--- config.mk ---
export PLATFORM = sky130hd
export DESIGN_NAME = dino_game_ctrl
export DESIGN_NICKNAME = d
export VERILOG_FILES = /design/src/rtl/dino_pkg.sv /design/src/rtl/bcd_counter4.sv /design/src/rtl/dino_game_ctrl.sv
export SDC_FILE = /design/constraint.sdc
export NUM_CORES = 1
export LEC_CHECK = 0
export ABC_AREA = 1
export CAP_MARGIN = 20
export CELL_PAD_IN_SITES_DETAIL_PLACEMENT = 1
export CELL_PAD_IN_SITES_GLOBAL_PLACEMENT = 1
export CORE_AREA = 2 2 98 100
export CTS_BUF_LIST = sky130_fd_sc_hd__clkbuf_4 sky130_fd_sc_hd__clkbuf_8
export DETAILED_ROUTE_END_ITERATION = 8
export DIE_AREA = 0 0 100 102
export PLACE_DENSITY = 0.81
export SYNTH_ARGS = -nofsm -noshare
export SYNTH_HDL_FRONTEND = slang
export SYNTH_HIERARCHICAL = 1
export SYNTH_SLANG_ARGS = --single-unit
--- constraint.sdc ---
create_clock -name clk -period 2.1 [get_ports clk]
set_input_delay 0.315 -clock clk [delete_from_list [all_inputs] [get_ports clk]]
set_output_delay 0.315 -clock clk [all_outputs]
set_load 0.03 [all_outputs]
--- src/rtl/dino_pkg.sv ---
// Shared types and helpers for the Dino game controller: state encoding,
// BCD score geometry and a digit-wise BCD magnitude compare.
package dino_pkg;

  typedef enum logic [1:0] {
    ST_IDLE = 2'b00,
    ST_RUN  = 2'b01,
    ST_OVER = 2'b10
  } game_state_e;

  localparam int BCD_W        = 4;
  localparam int SCORE_DIGITS = 4;
  localparam int SCORE_W      = BCD_W * SCORE_DIGITS;
  localparam logic [SCORE_W-1:0] SCORE_MAX = 16'h9999;

  // True when a > b, comparing BCD digits from the most significant down.
  function automatic logic bcd_gt(input logic [SCORE_W-1:0] a,
                                  input logic [SCORE_W-1:0] b);
    logic gt;
    logic decided;
    gt      = 1'b0;
    decided = 1'b0;
    for (int i = SCORE_DIGITS - 1; i >= 0; i--) begin
      if (!decided && (a[i*BCD_W +: BCD_W] != b[i*BCD_W +: BCD_W])) begin
        gt      = (a[i*BCD_W +: BCD_W] > b[i*BCD_W +: BCD_W]);
        decided = 1'b1;
      end
    end
    return gt;
  endfunction

endpackage

--- src/rtl/bcd_counter4.sv ---
// Four-digit BCD up-counter with synchronous clear and saturation at 9999.
// hundreds_roll is a same-cycle strobe for increments that land on xx00.
module bcd_counter4
  import dino_pkg::*;
(
  input  logic               clk,
  input  logic               rst,
  input  logic               clr,
  input  logic               inc,
  output logic [SCORE_W-1:0] value,
  output logic               hundreds_roll
);

  logic [SCORE_W-1:0] value_q, value_d;
  logic [SCORE_W-1:0] inc_val;
  logic               carry;
  logic               sat;

  always_comb begin
    inc_val = value_q;
    carry   = 1'b1;
    for (int i = 0; i < SCORE_DIGITS; i++) begin
      if (carry) begin
        if (value_q[i*BCD_W +: BCD_W] == BCD_W'(9)) begin
          inc_val[i*BCD_W +: BCD_W] = '0;
        end else begin
          inc_val[i*BCD_W +: BCD_W] = value_q[i*BCD_W +: BCD_W] + BCD_W'(1);
          carry = 1'b0;
        end
      end
    end

    sat           = (value_q == SCORE_MAX);
    value_d       = value_q;
    hundreds_roll = 1'b0;
    if (clr) begin
      value_d = '0;
    end else if (inc && !sat) begin
      value_d       = inc_val;
      hundreds_roll = (inc_val[2*BCD_W-1:0] == '0);
    end
  end

  always_ff @(posedge clk) begin
    if (rst) value_q <= '0;
    else     value_q <= value_d;
  end

  assign value = value_q;

endmodule

--- src/rtl/dino_game_ctrl.sv ---
// Game sequencer: IDLE/RUN/OVER FSM, once-per-frame crash qualification with
// a start grace period, score/high-score/speed bookkeeping and jump gating.
module dino_game_ctrl
  import dino_pkg::*;
#(
  parameter int GRACE_FRAMES = 30,
  parameter int SCORE_DIV    = 6,
  parameter int MAX_SPEED    = 7
) (
  input  logic        clk,
  input  logic        rst,
  input  logic        frame_tick,
  input  logic        rdn,
  input  logic        crash,
  input  logic        start_btn,
  input  logic        jump_btn,
  output logic [1:0]  state,
  output logic        run_en,
  output logic        jump_pulse,
  output logic        det_rst,
  output logic [15:0] score,
  output logic [15:0] hi_score,
  output logic [2:0]  speed
);

  localparam int GRACE_W = (GRACE_FRAMES > 0) ? $clog2(GRACE_FRAMES + 1) : 1;
  localparam int DIV_W   = (SCORE_DIV > 1) ? $clog2(SCORE_DIV) : 1;

  game_state_e        state_q, state_d;
  logic               armed_q, start_q, jump_q;
  logic [GRACE_W-1:0] grace_q, grace_d;
  logic [DIV_W-1:0]   div_q, div_d;
  logic               crash_seen_q, crash_seen_d;
  logic               run_en_q, run_en_d;
  logic               jump_pulse_q, jump_pulse_d;
  logic               det_rst_q, det_rst_d;
  logic [15:0]        hi_q, hi_d;
  logic [2:0]         speed_q, speed_d;

  logic               start_rise, jump_rise, crash_now;
  logic               score_clr, score_inc, hundreds_roll;
  logic [15:0]        score_w;

  bcd_counter4 u_score (
    .clk           (clk),
    .rst           (rst),
    .clr           (score_clr),
    .inc           (score_inc),
    .value         (score_w),
    .hundreds_roll (hundreds_roll)
  );

  always_comb begin
    // armed_q masks the first cycle after reset so a held button is not a rise.
    start_rise   = start_btn & ~start_q & armed_q;
    jump_rise    = jump_btn & ~jump_q & armed_q;
    crash_now    = ~rdn & crash;

    state_d      = state_q;
    grace_d      = grace_q;
    div_d        = div_q;
    crash_seen_d = crash_seen_q;
    hi_d         = hi_q;
    speed_d      = speed_q;
    score_clr    = 1'b0;
    score_inc    = 1'b0;
    jump_pulse_d = 1'b0;

    case (state_q)
      ST_IDLE, ST_OVER: begin
        if (start_rise) begin
          state_d      = ST_RUN;
          score_clr    = 1'b1;
          speed_d      = '0;
          grace_d      = GRACE_W'(GRACE_FRAMES);
          div_d        = '0;
          crash_seen_d = 1'b0;
        end
      end
      ST_RUN: begin
        jump_pulse_d = jump_rise;
        crash_seen_d = crash_seen_q | crash_now;
        if (frame_tick) begin
          crash_seen_d = 1'b0;
          if ((grace_q == '0) && (crash_seen_q | crash_now)) begin
            state_d = ST_OVER;
            if (bcd_gt(score_w, hi_q)) hi_d = score_w;
          end else begin
            if (grace_q != '0) grace_d = grace_q - 1'b1;
            if (div_q == DIV_W'(SCORE_DIV - 1)) begin
              div_d     = '0;
              score_inc = 1'b1;
            end else begin
              div_d = div_q + 1'b1;
            end
          end
        end
      end
      default: state_d = ST_IDLE;
    endcase

    if (hundreds_roll && (speed_q != 3'(MAX_SPEED))) speed_d = speed_q + 3'd1;

    run_en_d  = (state_d == ST_RUN);
    det_rst_d = (state_d == ST_RUN) && (state_q != ST_RUN);
  end

  always_ff @(posedge clk) begin
    if (rst) begin
      state_q      <= ST_IDLE;
      armed_q      <= 1'b0;
      start_q      <= 1'b0;
      jump_q       <= 1'b0;
      grace_q      <= '0;
      div_q        <= '0;
      crash_seen_q <= 1'b0;
      run_en_q     <= 1'b0;
      jump_pulse_q <= 1'b0;
      det_rst_q    <= 1'b0;
      hi_q         <= '0;
      speed_q      <= '0;
    end else begin
      state_q      <= state_d;
      armed_q      <= 1'b1;
      start_q      <= start_btn;
      jump_q       <= jump_btn;
      grace_q      <= grace_d;
      div_q        <= div_d;
      crash_seen_q <= crash_seen_d;
      run_en_q     <= run_en_d;
      jump_pulse_q <= jump_pulse_d;
      det_rst_q    <= det_rst_d;
      hi_q         <= hi_d;
      speed_q      <= speed_d;
    end
  end

  assign state      = state_q;
  assign run_en     = run_en_q;
  assign jump_pulse = jump_pulse_q;
  assign det_rst    = det_rst_q;
  assign score      = score_w;
  assign hi_score   = hi_q;
  assign speed      = speed_q;

endmodule

==> results.toml, run 1 <==
[run_status]
outcome = "finished, final reports clean"

[global_route]
grt_pass1_vias = 3462
track_usage_pct = 18.7
grt_max_degree = 33
grt_pass1_wl_mm = 15.5
gr-total-overflow = 0
antenna_found_initial = 0

[floorplan]
start_util_pct = 35.0
coreArea_um2 = 9110
fp.dieW_um = 100
dieArea_um2 = 10200
die_h_um = 102
io_pins = 47
fp-row-count = 35

[layout]
seq_area_um2 = 1050
multiInputGateArea_um2 = 1740
final_common_cell = "nand2_1"
diodes = 0
fill_cells = 1183
final_area_um2 = 4010
drive_gt1_share_pct = 11.5
area_growth_syn_to_layout_pct = 25.7
nets = 573
fin_cells = 658
layout_common_cells = "110 x nand2_1, 83 x inv_1, 48 x nor2_1, 47 x dfxtp_1"

[setup_path]
critPathCapture = "score[2]"
crit_type = "reg -> out"
end_kind = "output port"
startpoint_type = "flip-flop"
crit_required_ps = 1780
reg2reg_from = "u_score/value[0]$_SDFFE_PP0P_"
critPathArrivalTime_ps = 1690
rrSetupSlack_ps = 200
reg2reg_depth = 9
cp_max_fo = 6
startpoint = "u_score/value[2]$_SDFFE_PP0P_"
worstReg2RegEnd = "hi_score[3]$_SDFFE_PP0P_"

[cts]
cts_tree = "built"
cts_made_buffers = 5
root_buffer = "clkbuf_8"
clock_latency_ps = 310
cts.sink_count = 52
h-tree-depth = 2
holdBufCountCts = 0
clk_pin_slew_ps = 100
clockBufferDepth = 2

[power_and_ir_drop]
p_int_mw = 1.35
powerDensity_nw_per_um2 = 455
peakVddDrop_uv = 321
clock_power_share_pct = 33.4
pwr-share-seq_pct = 56.0
switching_share_pct = 26.0
p_sw_uw = 474
leakage_nw = 1.68
power_frac_comb_pct = 10.6
power.total_mw = 1.83

[timing]
min_period_over_period_pct = 95.5
slew_headroom_pct = 70.6
finalSetupTns_ps = 0
fmaxAchievable_ghz = 0.499
holdWs_ps = 406
final-max-slew-violation-count = 0
min_period_ps = 2010
rsz0062_at_grt = "no"
skew_ps = 9.34
setup_viol = 0
tightest_slew_ps = 440
finalHoldViolations = 0

[placement]
port_buffers = 46
dpl.hpwl_mm = 7.09
gp_congestion = 0.852
placed_cells = 650
placed_cell_area_um2 = 3900

[synthesis]
synth_top_family_by_area = "simple AND/OR/NAND/NOR gates"
synthAdderAreaFrac_pct = 7.85
syn_area_per_cell_um2 = 6.61
synth_compound_area_share_pct = 11.3
syn_nets = 509
synth_xor_area_share_pct = 0.824
yosysWarnings = 6
synthSimpleGateAreaFrac_pct = 34.2
synth.cell_area_um2 = 3190
ys_seq_elements = 52
ys_seq_area_share_pct = 32.7
synth_cell_types = 32
yosys-mux-area-fraction_pct = 0
synthCells = 482

[detailed_routing]
post_drt_wl_per_cell_um = 13.6
wl_mm = 8.92
first_pass_iters = 4
via_per_inst = 4.92
drtIter0Drc = 63
route.detailed.drc = 0
postRouteAntennaNets = 0
vias = 3238

[hold_path]
holdCritPathClass = "reg -> reg"

[flow_run]
drv_cap = 0
==> synthesized netlist by cell type (all sizes together) <==
| master | number | area (um^2) |
|---|---|---|
| nor2 | 62 | 293 |
| nand2 | 112 | 425 |
| ha | 20 | 250 |
| o21bai | 3 | 22.5 |
| a21o | 1 | 7.51 |
| o211ai | 1 | 7.51 |
| nor4b | 1 | 8.76 |
| inv | 85 | 319 |
| a21oi | 47 | 239 |
| nor3b | 1 | 7.51 |
| nor3 | 4 | 20.0 |
| o21ai | 15 | 75.1 |
| or2 | 2 | 12.5 |
| nand4 | 6 | 37.5 |
| o31ai | 1 | 7.51 |
| clkbuf | 5 | 28.8 |
| dfxtp | 52 | 1040 |
| and2 | 1 | 6.26 |
| clkinv | 2 | 7.51 |
| xor2 | 3 | 26.3 |
| nand3 | 51 | 280 |
| buf | 7 | 65.1 |
==> how the worst min path moves through the flow <==
stage,start,slack [ps],endpoint,cells after the start
floorplan,jump_q$_SDFF_PP0_,370,jump_pulse$_SDFF_PP0_,1
global placement,jump_q$_SDFF_PP0_,380,jump_pulse$_SDFF_PP0_,1
detailed placement,jump_q$_SDFF_PP0_,400,jump_pulse$_SDFF_PP0_,1
CTS,jump_q$_SDFF_PP0_,410,jump_pulse$_SDFF_PP0_,1
global route,jump_q$_SDFF_PP0_,440,jump_pulse$_SDFF_PP0_,1
finish,jump_q$_SDFF_PP0_,410,jump_pulse$_SDFF_PP0_,1
==> final cells by class <==
| class | count | share of cell area [%] |
|---|---|---|
| clock inverters | 2 | 0.343 |
| repair buffers | 69 | 16.4 |
| well taps | 111 | 3.46 |
| flip-flops and latches | 52 | 26.1 |
| inverters | 87 | 8.15 |
| clock buffers | 6 | 2.06 |
| multi-input cells | 331 | 43.4 |
==> routing by layer <==
layer	vias to the layer above	wire, um	track usage [%]
met5	-	0	0
met4	0	47	2.85
met3	6	252	2.39
met2	40	4850	37.8
met1	1545	3770	21.4
li1	1647	-	-
==> timing repair <==
| item | 4_1_cts | 5_1_grt |
|---|---|---|
| gates resized for setup | 0 | 6 |
| endpoints found under the setup margin | 0 | 12 |
| setup buffers | 0 | 0 |
==> critical path, stage by stage, from the launching register on <==
cell and delay [ps]:
dfxtp_1 500, buf_4 190, clkdlybuf4s50_1 690
==> kinds of logic (layout without fill, tap and decap cells) <==
group           after synthesis  count (layout)
compound gates               68              68
xor+xnor                      3               3
fa+ha+maj                    20              20
buf+inv                      99             164
flops                        52              52
simple gates                240             240
==> state kept, by name, indices dropped and copies added, names as in the netlist <==
register       count
jump_q             1
speed              3
run_en             1
det_rst            1
armed_q            1
jump_pulse         1
div_q              3
grace_q            5
state              2
hi_score          16
crash_seen_q       1
u_score/value     16
start_q            1
==> metrics by stage <==
step           setup slack [ps]  utilization, %
3_3_place_gp              -72.6            42.8
6_report                   94.0            44.0
4_1_cts                    56.5            43.9
2_1_floorplan              5.20               -
3_5_place_dp               -209            42.8
5_1_grt                    7.19            44.0
==> power groups by stage <==
stage	Sequential, mW	Clock (mW)	Combinational (mW)
finish	1.02	0.610	0.194
global route	1.03	0.676	0.221
floorplan	1.05	0	0.120
CTS	1.02	0.641	0.196
detailed placement	1.04	0	0.194
global placement	1.04	0	0.188
Note: power is estimated with default switching activity, not from simulation.
==> run 2, diff against run 1 <==
- CTS_CLUSTER_SIZE: unset -> 10
==> results of run 2 <==
Same layout as run 1: the final DEF is identical, and so are final timing and power.
